[src/rtl/osd_ctrl_pkg.sv]
// rtl/osd_ctrl_pkg.sv - state encoding, opcodes and parameter defaults shared by the OSD command arbiter
package osd_ctrl_pkg;

  typedef enum logic [2:0] {
    ST_IDLE,
    ST_SELECT,
    ST_LOAD,
    ST_STROBE,
    ST_HOLD,
    ST_RELEASE
  } osd_state_e;

  localparam logic [3:0] OSD_OP_WRITE  = 4'h2;
  localparam logic [3:0] OSD_OP_ENABLE = 4'h4;

  localparam int STROBE_LOW_DEF = 2;
  localparam int IDLE_GAP_DEF   = 4;
  localparam int TIMEOUT_DEF    = 1024;

  // Enable/disable commands carry the new enable state in bit 0.
  function automatic logic is_enable_cmd(input logic [7:0] cmd);
    return cmd[7:4] == OSD_OP_ENABLE;
  endfunction

endpackage

[src/rtl/osd_rr_arb2.sv]
// rtl/osd_rr_arb2.sv - two-way round-robin pick; ptr=0 favours req[0] on a tie, ptr=1 favours req[1]
module osd_rr_arb2 (
  input  logic [1:0] req,
  input  logic       ptr,
  output logic [1:0] gnt
);

  always_comb begin
    gnt = 2'b00;
    if (req == 2'b11) begin
      gnt = ptr ? 2'b10 : 2'b01;
    end else begin
      gnt = req;
    end
  end

endmodule

[src/rtl/osd_cmd_arbiter.sv]
// rtl/osd_cmd_arbiter.sv - arbitrates two command byte streams onto the OSD strobe bus; OSD_CMD_TIMEOUT_EN adds a LOAD stall timeout
module osd_cmd_arbiter
  import osd_ctrl_pkg::*;
#(
  parameter int STROBE_LOW = STROBE_LOW_DEF,
  parameter int IDLE_GAP   = IDLE_GAP_DEF,
  parameter int TIMEOUT    = TIMEOUT_DEF
) (
  input  logic       clk_sys,
  input  logic       reset_n,
  input  logic       req0_valid,
  output logic       req0_ready,
  input  logic [7:0] req0_data,
  input  logic       req0_last,
  input  logic       req1_valid,
  output logic       req1_ready,
  input  logic [7:0] req1_data,
  input  logic       req1_last,
  output logic       io_osd,
  output logic       io_strobe,
  output logic [7:0] io_din,
  output logic [1:0] grant,
  output logic       busy,
  output logic       osd_enabled,
  output logic       timeout_err
);

  localparam int DWELL_MAX = (STROBE_LOW > IDLE_GAP) ? STROBE_LOW : IDLE_GAP;
  localparam int CW        = $clog2(DWELL_MAX + 1);

  if (STROBE_LOW < 1 || IDLE_GAP < 1 || TIMEOUT < 1) begin : g_bad_param
    $error("osd_cmd_arbiter: STROBE_LOW, IDLE_GAP and TIMEOUT must be at least 1");
  end

  osd_state_e    state_q, state_d;
  logic [CW-1:0] cnt_q;
  logic [1:0]    owner_q;
  logic          ptr_q;
  logic          first_q;
  logic          last_q;
  logic [7:0]    din_q;
  logic          en_q;

  logic [1:0]    arb_gnt;
  logic          sel_valid;
  logic          sel_last;
  logic [7:0]    sel_data;
  logic          capture;
  logic          stall;
  logic          timeout_hit;

  osd_rr_arb2 u_rr (
    .req ({req1_valid, req0_valid}),
    .ptr (ptr_q),
    .gnt (arb_gnt)
  );

  assign sel_valid = owner_q[1] ? req1_valid : req0_valid;
  assign sel_last  = owner_q[1] ? req1_last  : req0_last;
  assign sel_data  = owner_q[1] ? req1_data  : req0_data;
  assign capture   = (state_q == ST_LOAD) && sel_valid;
  assign stall     = (state_q == ST_LOAD) && !sel_valid;

  assign io_din      = din_q;
  assign osd_enabled = en_q;

`ifdef OSD_CMD_TIMEOUT_EN
  localparam int TW = $clog2(TIMEOUT + 1);

  logic [TW-1:0] stall_q;
  logic          terr_q;

  // Fires on the TIMEOUT-th consecutive stalled LOAD cycle.
  assign timeout_hit = stall && (stall_q == TW'(TIMEOUT - 1));
  assign timeout_err = terr_q;

  always_ff @(posedge clk_sys or negedge reset_n) begin
    if (!reset_n) begin
      stall_q <= '0;
      terr_q  <= 1'b0;
    end else begin
      terr_q <= timeout_hit;
      if (capture || timeout_hit) begin
        stall_q <= '0;
      end else if (stall) begin
        stall_q <= stall_q + 1'b1;
      end
    end
  end
`else
  assign timeout_hit = 1'b0;
  assign timeout_err = 1'b0;
`endif

  always_ff @(posedge clk_sys or negedge reset_n) begin
    if (!reset_n) begin
      state_q <= ST_IDLE;
    end else begin
      state_q <= state_d;
    end
  end

  always_comb begin
    state_d    = state_q;
    io_osd     = 1'b0;
    io_strobe  = 1'b0;
    busy       = 1'b1;
    grant      = 2'b00;
    req0_ready = 1'b0;
    req1_ready = 1'b0;
    case (state_q)
      ST_IDLE: begin
        busy = 1'b0;
        if (arb_gnt != 2'b00) begin
          state_d = ST_SELECT;
        end
      end
      ST_SELECT: begin
        io_osd  = 1'b1;
        grant   = owner_q;
        state_d = ST_LOAD;
      end
      ST_LOAD: begin
        io_osd     = 1'b1;
        grant      = owner_q;
        req0_ready = owner_q[0];
        req1_ready = owner_q[1];
        if (capture) begin
          state_d = ST_STROBE;
        end else if (timeout_hit) begin
          state_d = ST_RELEASE;
        end
      end
      ST_STROBE: begin
        io_osd    = 1'b1;
        io_strobe = 1'b1;
        grant     = owner_q;
        state_d   = ST_HOLD;
      end
      ST_HOLD: begin
        io_osd = 1'b1;
        grant  = owner_q;
        if (cnt_q == CW'(STROBE_LOW - 1)) begin
          state_d = last_q ? ST_RELEASE : ST_LOAD;
        end
      end
      ST_RELEASE: begin
        if (cnt_q == CW'(IDLE_GAP - 1)) begin
          state_d = ST_IDLE;
        end
      end
      default: begin
        busy    = 1'b0;
        state_d = ST_IDLE;
      end
    endcase
  end

  // cnt_q counts cycles spent in the current state; only HOLD and RELEASE look at it.
  always_ff @(posedge clk_sys or negedge reset_n) begin
    if (!reset_n) begin
      cnt_q   <= '0;
      owner_q <= 2'b00;
      ptr_q   <= 1'b0;
      first_q <= 1'b0;
      last_q  <= 1'b0;
      din_q   <= 8'h00;
      en_q    <= 1'b0;
    end else begin
      cnt_q <= (state_d == state_q) ? cnt_q + 1'b1 : '0;
      if (state_q == ST_IDLE && arb_gnt != 2'b00) begin
        owner_q <= arb_gnt;
        ptr_q   <= arb_gnt[0];
        first_q <= 1'b1;
      end
      if (capture) begin
        din_q   <= sel_data;
        last_q  <= sel_last;
        first_q <= 1'b0;
        if (first_q && is_enable_cmd(sel_data)) begin
          en_q <= sel_data[0];
        end
      end
    end
  end

endmodule

[config.mk]
export PLATFORM = sky130hd
export DESIGN_NAME = osd_cmd_arbiter
export DESIGN_NICKNAME = d
export VERILOG_FILES = /design/src/rtl/osd_ctrl_pkg.sv /design/src/rtl/osd_rr_arb2.sv /design/src/rtl/osd_cmd_arbiter.sv
export SDC_FILE = /design/constraint.sdc
export NUM_CORES = 1
export LEC_CHECK = 0
export BUFFER_PORTS_ARGS = -buffer_cell sky130_fd_sc_hd__buf_2
export CORE_UTILIZATION = 45
export DETAILED_ROUTE_END_ITERATION = 16
export PLACE_DENSITY = 0.74
export SLEW_MARGIN = 30
export SYNTH_ARGS = -nofsm -noshare
export SYNTH_HDL_FRONTEND = slang
export SYNTH_SLANG_ARGS = --single-unit
[constraint.sdc]
create_clock -name clk_sys -period 2.4 [get_ports clk_sys]
set_clock_uncertainty 0.2 [all_clocks]
set_input_delay 0.48 -clock clk_sys [delete_from_list [all_inputs] [get_ports clk_sys]]
set_output_delay 0.48 -clock clk_sys [all_outputs]
set_load 0.01 [all_outputs]
### Yosys cells after proc, flatten, opt, wreduce, memory -nomap -nowiden

Cells that the tools add are included.

* equal/unequal tests: 10
* muxes and demuxes: 20
* $add $sub $neg: 1
* reduce and logical (&&, ||, !) cells: 9

Operators by type and width (count)
* two-way mux 3 bit: 6
* case mux 3 bit (6 select lines): 1
* == test 3 x 2 -> 1 bit (second input constant): 3
* two-way mux 1 bit: 9
* two-way mux 8 bit: 1
* == test 3 x 1 -> 1 bit (second input constant): 2
* == test 3 bit (second input constant): 2
* two-way mux 2 bit: 3
* OR reduction 5 bit: 1
* == test 4 x 3 -> 1 bit (second input constant): 1
* nonzero test 2 bit: 2
* OR reduction 4 bit: 1
* adder 3 x 1 -> 3 bit (second input constant): 1
* == test 3 bit: 1
* logical AND 1 bit: 3
* zero test 3 bit: 1
* == test 2 bit (second input constant): 1
* AND reduction 2 bit: 1

* bits of input ports: 22
* register bits: 20

### Depth between registers and ports, before layout

Gate-level depths: netlist (run 1).

* word-level depth: 7
* mapped depth: 7
* gate-level depth less buffers: 6

### By module

A second synthesis (run 1) with hierarchy kept.

* cell total of the unflattened synthesis: 112
* area, all modules: 1099.8 µm²

By module, submodules not included
* osd_cmd_arbiter: cells each 109, times used 1, area an instance 1081.0 µm², sequential area each 475.5 µm²
* osd_rr_arb2: cells each 3, times used 1, area an instance 18.8 µm², sequential area each 0.0 µm²

### Worst setup path after synthesis (run 1)

OpenSTA, ideal clock, no wires.

* path type: reg-to-output
* start: reg state_q[0]
* end: out grant[0]
* data required time: 1.720 ns
* setup slack: 0.567 ns
* cell stages (with the launch flop): 5
* buffers on the path: 1
* arrival time: 1.153 ns
* cells stage by stage: dfrtp_1 -> buf_2 -> nor2_1 -> xnor2_1 -> and2_1

* word-level cells in the longest chain between the ends: 3

Ends and longest elaborated chain
* start: declaration: line osd_cmd_arbiter.sv:35 `osd_state_e state_q, state_d;`
* start signal: assignment: line osd_cmd_arbiter.sv:99 `state_q <= state_d;`
* == test 3 x 2 -> 1 bit (tied with other cells): line osd_cmd_arbiter.sv:111 `case (state_q)`
* OR reduction 4 bit (no source line) *
* two-way mux 2 bit *: line osd_cmd_arbiter.sv:111
* end: declaration: line osd_cmd_arbiter.sv:22 `output logic [1:0] grant,`

Every way passes the cells marked *; elsewhere a longest branch is shown, timed or not.

### Worst setup path after layout (run 1)

Ends and elaborated chain as after synthesis.

==> metrics.log, run 1 <==
[metrics] result of the run: completed
[metrics] portion of the post-synthesis area used by sequential elements: 0.448
[metrics] detailed-placement wirelength estimate: 1590 um
[metrics] sort of element at the end of the critical path: primary output
[metrics] Max Slew Vio Count: 0
[metrics] total length of routed wires: approximately 2000 um
[metrics] RSZ-0062 raised after global routing: no
[metrics] drt pass-1 iters: 2
[metrics] slew at the pin closest to its max-slew limit: just over 0.5 ns
[metrics] Final Hold Slack: around 0.2 ns
[metrics] Layout Nets: between 150 and 200
[metrics] number of violations reported at the end of detailed-routing iteration 0: 4
[metrics] synthesized cell area: around 1100 um^2
[metrics] class of the worst hold path: in2reg
[metrics] Ports: 39
[metrics] yosys synthesis warning count: 0
[metrics] global-route wire length before repair: around 3200 um
[metrics] ys async rst share: 1.00
[metrics] number of antenna violations at the first check in global routing: 0
[metrics] Avg Inst Size Synth: around 10 um^2
[metrics] share of layout cells above drive strength 1: 0.331
[metrics] count of cells resized by post-cts repair: 0
[metrics] total leakage power: approximately 0.63 nW
[metrics] aggregate negative setup slack: 0 ns
[metrics] buffer count from post-CTS setup fixing: 0
[metrics] initial core utilization: 0.480
[metrics] flip-flop and latch count after synthesis: 19
[metrics] utilization of the core after routing: 0.576
[metrics] worst endpoint required time: approximately 1.7 ns
[metrics] number of enable-type register cells in the synthesized netlist: 0
[metrics] type of the worst setup path: reg2out
[metrics] wire length per cell: between 10 and 15 um
[metrics] Startpoint Class: register
[metrics] total gr overflow: 0
[metrics] Detail Route Antenna Nets: 0
[metrics] clock tree from TritonCTS: built
[metrics] Worst slew margin: 0.660
[metrics] pin count of the biggest net entering global routing: 20
[metrics] die span in y: a little over 50 um
[metrics] non-filler cells, final: between 150 and 200
[metrics] routability-driven placement congestion ratio: 0.769
[metrics] Worst-Skew Late Latency: ~0.30 ns
[metrics] PortBufs: 37
[metrics] Overall Global Routing Usage: 0.170
[metrics] delay of the slowest cell on the worst path: 0.51 ns
[metrics] synthesized net count: 131
[metrics] post-route DRC violation count: 0
[metrics] Highest Clock Rate: 459 MHz
[metrics] leading cell type by number of instances after synthesis: dfrtp_1
[metrics] biggest area contributors in the synthesized netlist: dfrtp_1 (45%), mux2i_1 (8.5%), a21oi_1 (5.2%)
[metrics] VDD IR max: 0.682 mV
[metrics] maximum fanout encountered on the critical timing path: 11
[metrics] data arrival time of the critical path: 1.50 ns
[metrics] total chip power: approximately 1.6 mW
[metrics] most area-hungry cell type in the Yosys netlist: dfrtp_1
[metrics] clk buf depth: 2
[metrics] clock sinks: 19
[metrics] most common flop cell mapped by yosys: dfrtp_1
[metrics] Clock H-tree levels: 1
[metrics] Antenna diodes: 0
[metrics] Die Width: between 50 and 60 um
[metrics] power per standard cell area: 1240 nW/um^2
[metrics] cell at the root of the clock tree: clkbuf_4
[metrics] Worst Path Buf+Inv: 1
[metrics] vias per cell: 5.12
[metrics] Synth top area share: 0.448
[metrics] max-cap violation count: 0
[metrics] CP max stage cell: dfrtp_1
[metrics] critical-path cell list: nor2_1, xnor2_1, and2_1, buf_2
[metrics] ratio of final minimum period to clock period: 0.908
[metrics] DP Cell Count: around 170
[metrics] count of final setup violators: 0
[metrics] clock-pin slew reported for the worst setup and hold paths after clock tree synthesis: around 0.11 ns
[metrics] number of rows in the core area: 17
[metrics] Die Area: around 2600 um^2
[metrics] top cell types by occurrence after synthesis: dfrtp_1 (19), nor2_1 (13), a21oi_1 (11)
[metrics] count of vias placed by the detailed router: 870
[metrics] core region area: ~2200 um^2
[metrics] Top delay family on crit path: flip-flops
[metrics] count of different cell masters after synthesis: 33
[metrics] via count of the first global-routing pass: between 700 and 800
[metrics] Area Growth Syn to Fin: 20.0%
[metrics] min Tclk post-route: roughly 2.2 ns
[metrics] CTS Buf Count: 3
[metrics] final hold violation count: 0
[metrics] Mapped Cells: around 110
-- final timing paths --
| path | from | to | slack [ns] | depth (start not counted) |
|---|---|---|---|---|
| setup / recovery | state_q[0] | grant[0] | 0.22 | 4 |
| hold / removal | req0_valid | owner_q[1] | 0.20 | 2 |
| setup reg to reg | owner_q[1] | osd_enabled | 0.40 | 4 |
| hold reg to reg | cnt_q[0] | cnt_q[0] | 0.28 | 1 |
| max in group asynchronous | reset_n | cnt_q[2] | 1.27 | 2 |
| min in group asynchronous | reset_n | io_din[6] | 0.44 | 2 |
-- cell usage in the layout (no fill, tap or decap), drive strengths merged --
cell type    netlist  routed
ha                 3       3
clkbuf             0       3
mux2i              9       9
mux2               3       3
dlygate4sd3        0       1
a2111o             1       1
nand3b             1       1
xnor2              1       1
a32oi              2       2
nor2b              5       5
o21ai              4       4
nand2              4       4
o21a               1       1
nor3               2       2
dfrtp             19      19
a221oi             1       1
inv                4       4
nor3b              2       2
nand4              1       1
conb               1       1
buf                8      39
o31a               1       1
clkinv             0       1
and2               5       5
a21oi             11      11
nand3              1       1
a31oi              2       2
and3b              1       1
nor2              13      13
-- cell type report --
type | instances | area [um^2]
fillers | 217 | 937
multi-input cells | 75 | 512
flip-flops and latches | 19 | 475
repair buffers | 40 | 210
well taps | 28 | 35.0
clock buffers | 3 | 22.5
inverters | 4 | 15.0
clock inverters | 1 | 5.00
-- flip-flops by register name (all words and copies together) (netlist names) --
| name | count |
|---|---|
| osd_enabled | 1 |
| first_q | 1 |
| state_q | 3 |
| last_q | 1 |
| io_din | 8 |
| cnt_q | 3 |
| owner_q | 2 |
-- worst reg2reg max path: stages, from the launching register on --
cell and delay, ns:
dfrtp_1 0.68, mux2i_1 0.20, nand3b_1 0.21, nor3_1 0.24, mux2_2 0.37
-- what timing repair did --
action                                 CTS  global route
setup endpoints to repair                0             0
endpoints found under the hold margin   19             0
hold buffers                             1             0
-- power by group --
group	internal [mW]	switching [mW]
logic	0.389	0.388
registers	0.464	0.174
clock network	0.0622	0.104
-- kinds of logic (layout without fill, tap and decap cells) --
logic type / Yosys count / count (layout) / synth area share
other: 1 / 1 / 0.00353
and+or+nand+nor: 35 / 35 / 0.178
muxes: 12 / 12 / 0.117
buffers and inverters: 12 / 48 / 0.0707
DFF: 19 / 19 / 0.448
xor gates and xnor gates: 1 / 1 / 0.00825
AOI/OAI and AO/OA: 23 / 23 / 0.140
adders and majority gates: 3 / 3 / 0.0353
-- through the flow --
stage	area [um^2]	worst slack, ns
floorplan	1060	0.567
global placement	1240	0.436
detailed placement	1240	0.399
CTS	1270	0.192
global route	1270	0.0922
finish	1270	0.220
-- layer usage --
layer / up-vias / GRT usage / share of wire
li1: 437 / - / -
met1: 412 / 0.201 / 0.45
met2: 17 / 0.289 / 0.50
met3: 4 / 0.0545 / 0.042
met4: 0 / 0.0556 / 0.010
met5: - / 0 / 0
Note: power is estimated with default switching activity, not from simulation.
==> inputs of run 2 (changes only) <==
- CORE_MARGIN: unset -> 2
- PLACE_DENSITY: 0.74 -> 0.73
- SYNTH_HIERARCHICAL: unset -> 1
==> metrics.log, run 2 <==
[metrics] result of the run: completed (unchanged)
[metrics] sort of element at the end of the critical path: primary output (unchanged)
[metrics] class of the worst hold path: in2reg (unchanged)
[metrics] area of all sequential standard cells: 475 um^2 (unchanged)
[metrics] aggregate negative setup slack: 0 ns (unchanged)
[metrics] data arrival time of the critical path: 1.51 ns (was 1.50 ns)
[metrics] power per standard cell area: 1240 nW/um^2 (about the same)
[metrics] count of final setup violators: 0 (unchanged)
[metrics] commonest non-fill, non-tap cell in the layout: buf_2 (unchanged)
[metrics] ratio of final minimum period to clock period: 0.913 (was 0.908)
[metrics] Area Growth Syn to Fin: 18.4% (was 20.0%)
[metrics] CTS Buf Count: 3 (unchanged)
[metrics] cell at the root of the clock tree: clkbuf_4 (unchanged)
[metrics] VDD IR max: 0.799 mV (was 0.682 mV)
[metrics] maximum fanout encountered on the critical timing path: 11 (unchanged)
[metrics] fin area: 1300 um^2 (was 1270 um^2)
[metrics] Worst-Skew Late Latency: 0.30 ns (about the same)
[metrics] core region area: 2250 um^2 (was 2210 um^2)
[metrics] yosys synthesis warning count: 6 (was 0)
[metrics] synthesized net count: 137 (was 131)
[metrics] leading cell type by number of instances after synthesis: dfrtp_1 (unchanged)
[metrics] share of layout cells above drive strength 1: 0.320 (was 0.331)
[metrics] type of the worst setup path: reg2out (unchanged)
[metrics] vias per cell: 5.16 (was 5.12)
[metrics] Top delay family on crit path: flip-flops (unchanged)
[metrics] Mapped Cells: 112 (was 106)
[metrics] total length of routed wires: 2160 um (was 2060 um)
[metrics] count of vias placed by the detailed router: 903 (was 870)
[metrics] Ports: 39 (unchanged)
[metrics] most common flop cell mapped by yosys: dfrtp_1 (unchanged)
[metrics] number of enable-type register cells in the synthesized netlist: 0 (unchanged)
[metrics] slack of the worst reg-to-reg path: 0.29 ns (was 0.40 ns)
[metrics] critical-path cell list: nor2_1, xnor2_1, and2_1, buf_2 (unchanged)
[metrics] clock sinks: 19 (unchanged)
[metrics] Synth top area share: 0.432 (was 0.448)
[metrics] most area-hungry cell type in the Yosys netlist: dfrtp_1 (unchanged)
[metrics] drt pass-1 iters: 4 (was 2)
[metrics] Highest Clock Rate: 456 MHz (was 459 MHz)
[metrics] biggest area contributors in the synthesized netlist: dfrtp_1 (43%), mux2i_1 (9.1%), a21oi_1 (4.6%) (was dfrtp_1 (45%), mux2i_1 (8.5%), a21oi_1 (5.2%))
[metrics] clk buf depth: 2 (unchanged)
[metrics] number of antenna violations at the first check in global routing: 0 (unchanged)
[metrics] Max Slew Vio Count: 0 (unchanged)
[metrics] number of violations reported at the end of detailed-routing iteration 0: 9 (was 4)
[metrics] min Tclk post-route: 2.19 ns (was 2.18 ns)
[metrics] worst endpoint required time: 1.72 ns (about the same)
[metrics] RSZ-0062 raised after global routing: no (unchanged)
[metrics] flip-flop count of the largest register, all copies and words added: 8 (unchanged)
[metrics] count of different cell masters after synthesis: 36 (was 33)
[metrics] clock-pin slew reported for the worst setup and hold paths after clock tree synthesis: 0.11 ns (about the same)
[metrics] count of cell instances traversed by the critical path: 4 (unchanged)
[metrics] flip-flop and latch count after synthesis: 19 (unchanged)
[metrics] portion of the post-synthesis area used by sequential elements: 0.432 (was 0.448)
[metrics] via count of the first global-routing pass: 774 (was 744)
[metrics] worst setup path endpoint: grant[1] (was grant[0])
[metrics] Antenna diodes: 0 (unchanged)
[metrics] critical path startpoint: state_q[1] (was state_q[0])
[metrics] Startpoint Class: register (unchanged)
[metrics] DP Cell Count: 170 (was 165)
[metrics] final hold violation count: 0 (unchanged)
[metrics] total chip power: 1.62 mW (was 1.58 mW)
[metrics] initial core utilization: 0.488 (was 0.480)
[metrics] total leakage power: 0.640 nW (was 0.631 nW)
[metrics] global-route wire length before repair: 3380 um (was 3230 um)
[metrics] Worst Path Buf+Inv: 1 (unchanged)
[metrics] routability-driven placement congestion ratio: 0.773 (was 0.769)
[metrics] pin count of the biggest net entering global routing: 20 (unchanged)
[metrics] max-cap violation count: 0 (unchanged)
[metrics] ys async rst share: 1.00 (unchanged)
[metrics] post-route DRC violation count: 0 (unchanged)
[metrics] path depth of the worst reg2reg path: 6 (was 4)
[metrics] FF-to-FF End: cnt_q[1] (was osd_enabled)
[metrics] CP max stage cell: dfrtp_1 (unchanged)
[metrics] highest-count cells in the layout ignoring fill and taps: buf_2 (37), dfrtp_1 (19), nor2_1 (13), a21oi_1 (10), mux2i_1 (10) (was buf_2 (37), dfrtp_1 (19), nor2_1 (13), a21oi_1 (11), mux2i_1 (9))
[metrics] Overall Global Routing Usage: 0.165 (was 0.170)
[metrics] synthesized cell area: 1100 um^2 (was 1060 um^2)
[metrics] number of rows in the core area: 17 (unchanged)
[metrics] top cell types by occurrence after synthesis: dfrtp_1 (19), nor2_1 (13), a21oi_1 (10), mux2i_1 (10), nand2_1 (8) (was dfrtp_1 (19), nor2_1 (13), a21oi_1 (11))
[metrics] origin of the critical flop-to-flop path: cnt_q[0] (was owner_q[1])
[metrics] PortBufs: 37 (unchanged)
[metrics] fill cell total of the finished layout: 209 (was 217)
[metrics] Avg Inst Size Synth: 9.82 um^2 (was 10.0 um^2)
[metrics] Clock H-tree levels: 1 (unchanged)
[metrics] placed inst area: 1260 um^2 (was 1240 um^2)
[metrics] die span in y: 53.4 um (was 50.6 um)
[metrics] total area of multi-input combinational cells: 541 um^2 (was 512 um^2)
[metrics] Final Hold Slack: 0.274 ns (was 0.199 ns)
[metrics] Layout Nets: 173 (was 168)
[metrics] total gr overflow: 0 (unchanged)
[metrics] Detail Route Antenna Nets: 0 (unchanged)
[metrics] clock tree from TritonCTS: built (unchanged)
[metrics] buffer count from post-CTS setup fixing: 0 (unchanged)
[metrics] Die Area: 2860 um^2 (was 2560 um^2)
[metrics] detailed-placement wirelength estimate: 1700 um (was 1590 um)
[metrics] wire length per cell: 12.3 um (was 12.1 um)
[metrics] Die Width: 53.4 um (was 50.6 um)
[metrics] delay of the slowest cell on the worst path: 0.50 ns (was 0.51 ns)
[metrics] non-filler cells, final: 175 (was 170)
==> run 2: worst min-delay path by stage <==
stage,start,to,cells past startpoint
floorplan,reset_n,cnt_q[0],0
global placement,reset_n,io_din[0],1
detailed placement,reset_n,cnt_q[0],1
CTS,req0_data[1],io_din[1],3
global route,req0_data[1],io_din[1],3
finish,req0_data[1],io_din[1],3
==> run 2: repair_timing <==
action | 4_1_cts | 5_1_grt
endpoints found under the hold margin | 19 | 0
hold buffers | 1 | 0
gates resized for setup | 0 | 0
==> run 2: kinds of logic (layout without fill, tap and decap cells) <==
family,after synthesis,in the layout,share of synthesized area
multiplexers,11,11,0.105
buffers and inverters,13,48,0.0762
adder cells (fa/ha/maj),3,3,0.0341
other,1,1,0.00341
AO/OA/AOI/OAI,24,24,0.143
AND/OR/NAND/NOR,40,40,0.198
flip-flops,19,19,0.432
XOR/XNOR,1,1,0.00797
==> run 2: per-layer routing <==
| layer | track usage | routed length (um) | vias to the layer above |
|---|---|---|---|
| li1 | - | - | 453 |
| met1 | 0.212 | 955 | 424 |
| met2 | 0.270 | 1070 | 24 |
| met3 | 0.0593 | 121 | 2 |
| met4 | 0.0256 | 14 | 0 |
| met5 | 0 | 0 | - |
==> run 2: layout make-up <==
class,instances,share of cell area
multi-input combinational,80,0.415
tap,28,0.0269
clock buffer,3,0.0173
inverter,5,0.0144
timing repair buffer,39,0.156
clock inverter,1,0.00576
sequential,19,0.365
==> run 2: stage by stage <==
stage	setup WS, ns	util
6_report	0.209	0.578
4_1_cts	0.188	0.578
3_5_place_dp	0.320	0.560
5_1_grt	0.0599	0.578
3_3_place_gp	0.437	0.560
2_1_floorplan	0.511	-
==> run 2: worst reg2reg max path: stages, from the launching register on <==
cell and delay [ns]:
dfrtp_1 0.43, ha_1 0.23, ha_1 0.20, nand3b_1 0.22
a21boi_0 0.16, o21ai_0 0.37, o32ai_1 0.17
==> run 2: power by group <==
part	switching [mW]	internal (mW)
combinational	0.422	0.401
clock	0.104	0.0634
sequential	0.155	0.473
total	0.682	0.938
